File: src/rtl/pipe_stage_reg.sv
// ============================================================================
// Module      : pipe_stage_reg
// Description : Two-entry skid-buffered pipeline register with stall, flush
//               and a saturating downstream-backpressure cycle counter.
// Revision    : 1.0 - initial release
// ============================================================================
`default_nettype none

module pipe_stage_reg #(
  parameter int WIDTH          = 32,
  parameter bit CLEAR_ON_FLUSH = 1'b1,
  parameter int CNT_W          = 16
) (
  input  logic             clk,
  input  logic             rst_n,
  input  logic             in_valid,
  output logic             in_ready,
  input  logic [WIDTH-1:0] in_data,
  output logic             out_valid,
  input  logic             out_ready,
  output logic [WIDTH-1:0] out_data,
  input  logic             stall,
  input  logic             flush,
  output logic [1:0]       occupancy,
  output logic [CNT_W-1:0] stall_cycles
);

  typedef enum logic [1:0] {
    ST_EMPTY = 2'd0,
    ST_BUSY  = 2'd1,
    ST_FULL  = 2'd2
  } state_t;

  localparam logic [CNT_W-1:0] C_CNT_ONE = {{(CNT_W-1){1'b0}}, 1'b1};

  state_t           r_state;
  logic [WIDTH-1:0] r_skid;

  logic w_in_fire;
  logic w_out_fire;
  logic w_blocked;
  logic w_cnt_max;

  assign w_in_fire  = in_valid & in_ready;
  assign w_out_fire = out_valid & out_ready & ~stall;
  assign w_blocked  = out_valid & (~out_ready | stall);
  assign w_cnt_max  = &stall_cycles;
  assign occupancy  = r_state;

  always_ff @(posedge clk or negedge rst_n) begin
    if (!rst_n) begin
      r_state      <= ST_EMPTY;
      out_valid    <= 1'b0;
      in_ready     <= 1'b1;
      out_data     <= '0;
      r_skid       <= '0;
      stall_cycles <= '0;
    end else begin
      // Counter keeps running through flush; it only saturates.
      if (w_blocked && !w_cnt_max) begin
        stall_cycles <= stall_cycles + C_CNT_ONE;
      end

      if (flush) begin
        r_state   <= ST_EMPTY;
        out_valid <= 1'b0;
        in_ready  <= 1'b1;
        if (CLEAR_ON_FLUSH) begin
          out_data <= '0;
          r_skid   <= '0;
        end
      end else begin
        case (r_state)
          ST_EMPTY: begin
            if (w_in_fire) begin
              r_state   <= ST_BUSY;
              out_data  <= in_data;
              out_valid <= 1'b1;
            end
          end
          ST_BUSY: begin
            if (w_in_fire && w_out_fire) begin
              out_data <= in_data;
            end else if (w_in_fire) begin
              r_state  <= ST_FULL;
              r_skid   <= in_data;
              in_ready <= 1'b0;
            end else if (w_out_fire) begin
              r_state   <= ST_EMPTY;
              out_valid <= 1'b0;
            end
          end
          ST_FULL: begin
            if (w_out_fire) begin
              r_state  <= ST_BUSY;
              out_data <= r_skid;
              in_ready <= 1'b1;
            end
          end
          default: begin
            r_state   <= ST_EMPTY;
            out_valid <= 1'b0;
            in_ready  <= 1'b1;
          end
        endcase
      end
    end
  end

endmodule

`default_nettype wire

File: config.mk
export PLATFORM = sky130hd
export DESIGN_NAME = pipe_stage_reg
export DESIGN_NICKNAME = d
export VERILOG_FILES = /design/src/rtl/pipe_stage_reg.sv
export SDC_FILE = /design/constraint.sdc
export NUM_CORES = 1
export LEC_CHECK = 0
export CAP_MARGIN = 30
export CORE_ASPECT_RATIO = 1.4
export CORE_MARGIN = 2
export CORE_UTILIZATION = 54
export DETAILED_ROUTE_END_ITERATION = 8
export PLACE_DENSITY = 0.85
export SLEW_MARGIN = 20
export SYNTH_ARGS = -nofsm -noshare
export SYNTH_HDL_FRONTEND = slang
export SYNTH_SLANG_ARGS = --single-unit
export TNS_END_PERCENT = 50
File: constraint.sdc
create_clock -name clk -period 2.47 [get_ports clk]
set_input_delay 0.6175 -clock clk [delete_from_list [all_inputs] [get_ports clk]]
set_output_delay 0.6175 -clock clk [all_outputs]
set_load 0.01 [all_outputs]
# After elaboration in Yosys (flattened, before gate mapping)
# Index checks and enable logic that the tools add are counted.
totals:
  reg_bits: 84
  inputBits: 38
  out_inout_bits: 52
  word_cells: 66
op_classes:
  n_addsub: 1
  n_eq_ne: 13
  n_mux: 26
  bitwise_logic: 7
  reduce_logical: 13
op_table:
  columns: ["cell", "count"]
  rows:
  - ["2-to-1 mux 32 bit", 7]
  - ["one-hot mux 32 bit (3 select lines)", 1]
  - ["inequality test 3 bit, second input constant", 7]
  - ["adder 16 x 1 -> 16 bit, second input constant", 1]
  - ["AND reduction 16 bit", 1]
  - ["2-to-1 mux 2 bit", 6]
  - ["AND reduction 4 bit", 3]
  - ["2-to-1 mux 1 bit", 9]
  - ["inequality test 2 bit, second input constant", 3]
  - ["one-hot mux 1 bit (3 select lines)", 2]
  - ["one-hot mux 2 bit (3 select lines)", 1]
  - ["AND reduction 5 bit", 1]
  - ["AND 1 bit", 4]
  - ["inequality test 4 bit, second input constant", 1]
  - ["nonzero test 2 bit", 2]
  - ["nonzero test 4 bit", 1]
  - ["AND reduction 3 bit", 1]
  - ["== test 2 x 1 -> 1 bit, second input constant", 1]
  - ["== test 2 bit, second input constant", 1]
  - ["logical AND 1 bit", 2]
  - ["zero test 2 bit", 1]
  - ["inverter 1 bit", 2]
  - ["zero test 1 bit", 1]
  - ["OR 1 bit", 1]

# Logic depth before layout (Yosys ltp)
logic_depth:
  word_depth: 7
  ltp_mapped: 7
  depth_no_buf: 5

# Least setup slack after synthesis
# No wires, ideal clock.
synth_timing:
  path_type: "input port to flip-flop"
  start: "input port in_valid"
  end: "register out_data[0]"
  setup_time_ps: 125
  t_arrival_ps: 1795
  t_required_ps: 2345
  slack_ps: 550
  stages: 5
  path_buffers: 2
  cell_sequence: "and3b_1 -> buf_6 -> a221o_2 -> buf_6 -> mux2_4"
synth_via:
  elab_chain_cells: 4
  word_cells_on_any_way: 5
  classes_between: "eq/ne (2); bitwise (1); reduce/logical (2)"
synth_rtl:
  columns: ["item", "line_no", "source"]
  rows:
  - ["start, declared", "16", "input logic in_valid,"]
  - ["AND 1 bit *", "44", "assign w_in_fire = in_valid & in_ready;"]
  - ["logical AND 1 bit", "82", "if (w_in_fire && w_out_fire) begin"]
  - ["inequality test 3 bit (no source line)", null, null]
  - ["AND reduction 4 bit (no source line) *", null, null]
  - ["end signal, assigned", "77", "out_data <= in_data;"]
  - ["end signal, assigned", "83", "out_data <= in_data;"]
  - ["end signal, assigned", "96", "out_data <= r_skid;"]
  - ["end, declared", "21", "output logic [WIDTH-1:0] out_data,"]
# Mark *: on every way between the ends. The rest lies on a longest branch, timed or not.
# A chain may end at the register's enable or synchronous reset.

# Worst setup path in the final report
layout_timing:
  start: "register r_state[0] (netlist: occupancy[0])"
  end: "output port occupancy[0]"
layout_lines:
  columns: ["item", "line_no", "source"]
  rows:
  - ["start, declared", "36", "state_t r_state;"]
  - ["start signal, assigned", "52", "r_state <= ST_EMPTY;"]
  - ["start signal, assigned", "65", "r_state <= ST_EMPTY;"]
  - ["start signal, assigned", "76", "r_state <= ST_BUSY;"]
  - ["end, declared", "24", "output logic [1:0] occupancy,"]
# No word-level cell between the ends.

==> out/results.txt <==
crit share post-route -> 85.79%
Yosys reg bits -> 84
Site Rows -> 37
top-area cell type share of the netlist area -> 51.30%
# setup viols final -> 0
slew at the pin closest to its max-slew limit -> 0.6858 ns
Pwr Total -> 3.626 mW
busiest grt layer -> met2
met2 Track Usage GR -> 42.05%
cell-by-cell trace of the critical path -> clkdlybuf4s50_1
initial antenna violation count -> 0
RR Startpoint -> stall_cycles[0]$_DFFE_PN0P_
Antenna Cells -> 0
combinational share of power -> 25.7%
Core ar. -> 7315 um2
Syn. warnings -> 0
Seq pwr share -> 46.5%
Initial Util -> 55.35%
sequential fraction of the synthesis area -> 51.95%
Buf/Inv on CP -> 1
WP data required -> 1.85 ns
switching part of the total -> 30.24%
Hold Fails Final Rpt -> 0
Finished Layout Cells -> 607
Die Y-Extent -> 106.5 um
Worst EP arrival -> 1.50 ns
wirelength, routed -> 9865 um
crit end category -> output port
Starting DRT DRC Count -> 315
antenna viol nets, final -> 0
status -> completed
TritonCTS Buffers -> 9
clk_lat worst skew -> 0.36 ns
Switch Pwr -> 1.096 mW
postcts setup bufs -> 0
met1 Use GR -> 30.46%
Die X-Extent -> 77.18 um
Reg clk slew, reported paths -> 0.08 ns
Clk pwr share -> 27.8%
worst clock skew -> 0.01930 ns
Setup CP Type -> reg -> out
FF-to-FF setup slack -> 0.59 ns
most frequent cells in the layout -> 141 x nand2_1, 87 x clkdlybuf4s50_1, 83 x dfrtp_1
placed cells -> 591
CP startpoint kind -> flop
share of post-route cells with drive strength above 1 -> 13.92%
vias in the first global route -> 3335
via count -> 3420
worst hold path class -> in -> async
H-tree Lvls -> 3
Via density -> 5.634
RSZ-0062 raised after global routing -> false
Placer Congestion -> 0.8422
highest-delay cell along the critical path -> clkdlybuf4s50_1
syn nets -> 459
Yosys cell types -> 33
Internal -> 2.530 mW
Total Routing Usage GR -> 24.85%
max-slew violation count -> 0
Mapped Avg Cell Area -> 9.640 um2
CTS tree -> yes
CP delay by family, top -> buffers and inverters
max-cap violation count -> 0
num ports -> 90
First-pass DRT Iterations -> 5
largest net degree at the start of global routing -> 69
clk root buf -> clkbuf_8
Area contributors post-synth -> dfrtp_1 51%, nand2_1 13%, mux2_4 11%
area grow syn2layout -> 29.88%
most common cell after layout, fill and taps aside -> nand2_1
Cell Pwr Density -> 689.5 nW/um2
GR Util met3 -> 4.754%
fin crit period -> 2.119 ns
total global routing overflow -> 0
Max Freq -> 471.9 MHz
Post-Synthesis Cell Area -> 4049 um2
drt drc -> 0
r2r worst-path depth -> 6
port bufs -> 89
post-synth top area cell -> dfrtp_1
Leakage -> 2.394 nW
capturing point of the worst reg2reg path -> stall_cycles[1]$_DFFE_PN0P_
Setup TNS Final -> 0 ns
CTS max path bufs -> 2
Hold Buf Count CTS -> 0
Critical Path Fanout Max -> 12
Final #Nets -> 544
DP Wirelength -> 6553 um
die area -> 8216 um2
first-pass GRT wire length -> 16190 um
CTS resizes -> 0
post-synthesis cell count -> 420
VDD IR max -> 0.4948 mV
mean routed wirelength per cell -> 16.25 um
clock sinks -> 84
Slew headroom -> 54.28%
critical path's largest stage delay -> 0.61 ns
state kept, by name, indices dropped and copies added, names as in the netlist:
register	cells
stall_cycles	16
r_skid	32
out_valid	1
in_ready	1
occupancy	2
out_data	32
power groups by stage:
stage | Sequential, mW | Clock (mW) | Combinational [mW]
2_1_floorplan | 1.73 | 0 | 0.433
3_3_place_gp | 1.70 | 0 | 0.900
3_5_place_dp | 1.70 | 0 | 0.935
4_1_cts | 1.68 | 1.03 | 0.937
5_1_grt | 1.71 | 1.09 | 1.00
6_report | 1.69 | 1.01 | 0.933
worst max path at each step:
stage                              from                        to  slack [ns]  cells after the start
4_1_cts        occupancy[0]$_DFFE_PN0P_              occupancy[0]        0.34                      1
6_report       occupancy[0]$_DFFE_PN0P_              occupancy[0]        0.35                      1
5_1_grt        occupancy[0]$_DFFE_PN0P_              occupancy[0]        0.29                      1
3_5_place_dp                      stall  out_data[24]$_DFFE_PN0P_        0.11                      6
2_1_floorplan                  in_valid   out_data[0]$_DFFE_PN0P_        0.55                      5
3_3_place_gp                      stall  out_data[20]$_DFFE_PN0P_        0.14                      6
cell families (layout without fill, tap and decap cells):
| group | count (synthesis) | in the layout | synth area share [%] |
|---|---|---|---|
| AO/OA/AOI/OAI | 74 | 74 | 9.549 |
| adder cells (fa/ha/maj) | 1 | 1 | 0.3090 |
| buffers and inverters | 31 | 121 | 3.708 |
| multiplexers | 34 | 34 | 12.24 |
| flip-flops | 84 | 84 | 51.95 |
| AND/OR/NAND/NOR | 183 | 183 | 19.44 |
| XOR/XNOR | 13 | 13 | 2.812 |
metrics by stage:
step	utilization [%]	hold slack, ns	cell area [um2]	worst slack (ns)
after global routing	71.90	0.2908	5259	0.2894
after detailed placement	69.11	0.4814	5055	0.1077
after CTS	71.90	0.2710	5259	0.3403
after global placement	68.90	0.4842	5040	0.1414
after floorplan	-	0.3219	4049	0.5498
final	71.90	0.2611	5259	0.3509
per-layer routing:
layer,wire length [um],vias to the layer above
met1,3940,1701
met2,5146,115
li1,-,1582
met3,534,22
met5,0,-
met4,244,0
Yosys cell counts:
cell type,count
nand2_1,141
dfrtp_1,83
a21oi_1,68
mux2_4,30
clkbuf_1,22
xor2_1,13
nor3_1,10
nand4_1,6
nor4_1,6
and3_1,4
buf_6,4
mux2_2,4
nand3_1,4
buf_2,3
and3b_1,2
nand3b_1,2
o21bai_1,2
a221o_2,1
a2bb2oi_1,1
a31oi_1,1
and2_1,1
and4_1,1
buf_1,1
dfstp_2,1
ha_1,1
inv_1,1
nand4b_1,1
nor2_1,1
nor2b_1,1
nor3b_1,1
o21ai_1,1
or2_2,1
or2b_1,1
layout make-up:
| cell class | count | area (um2) |
|---|---|---|
| clock buffer | 9 | 123.9 |
| clock inverter | 7 | 80.08 |
| fill | 564 | 2056 |
| inverter | 1 | 3.754 |
| multi-input combinational | 305 | 1798 |
| sequential | 84 | 2103 |
| tap | 97 | 121.4 |
| timing repair buffer | 104 | 1028 |
(Power assumes the default switching activity.)
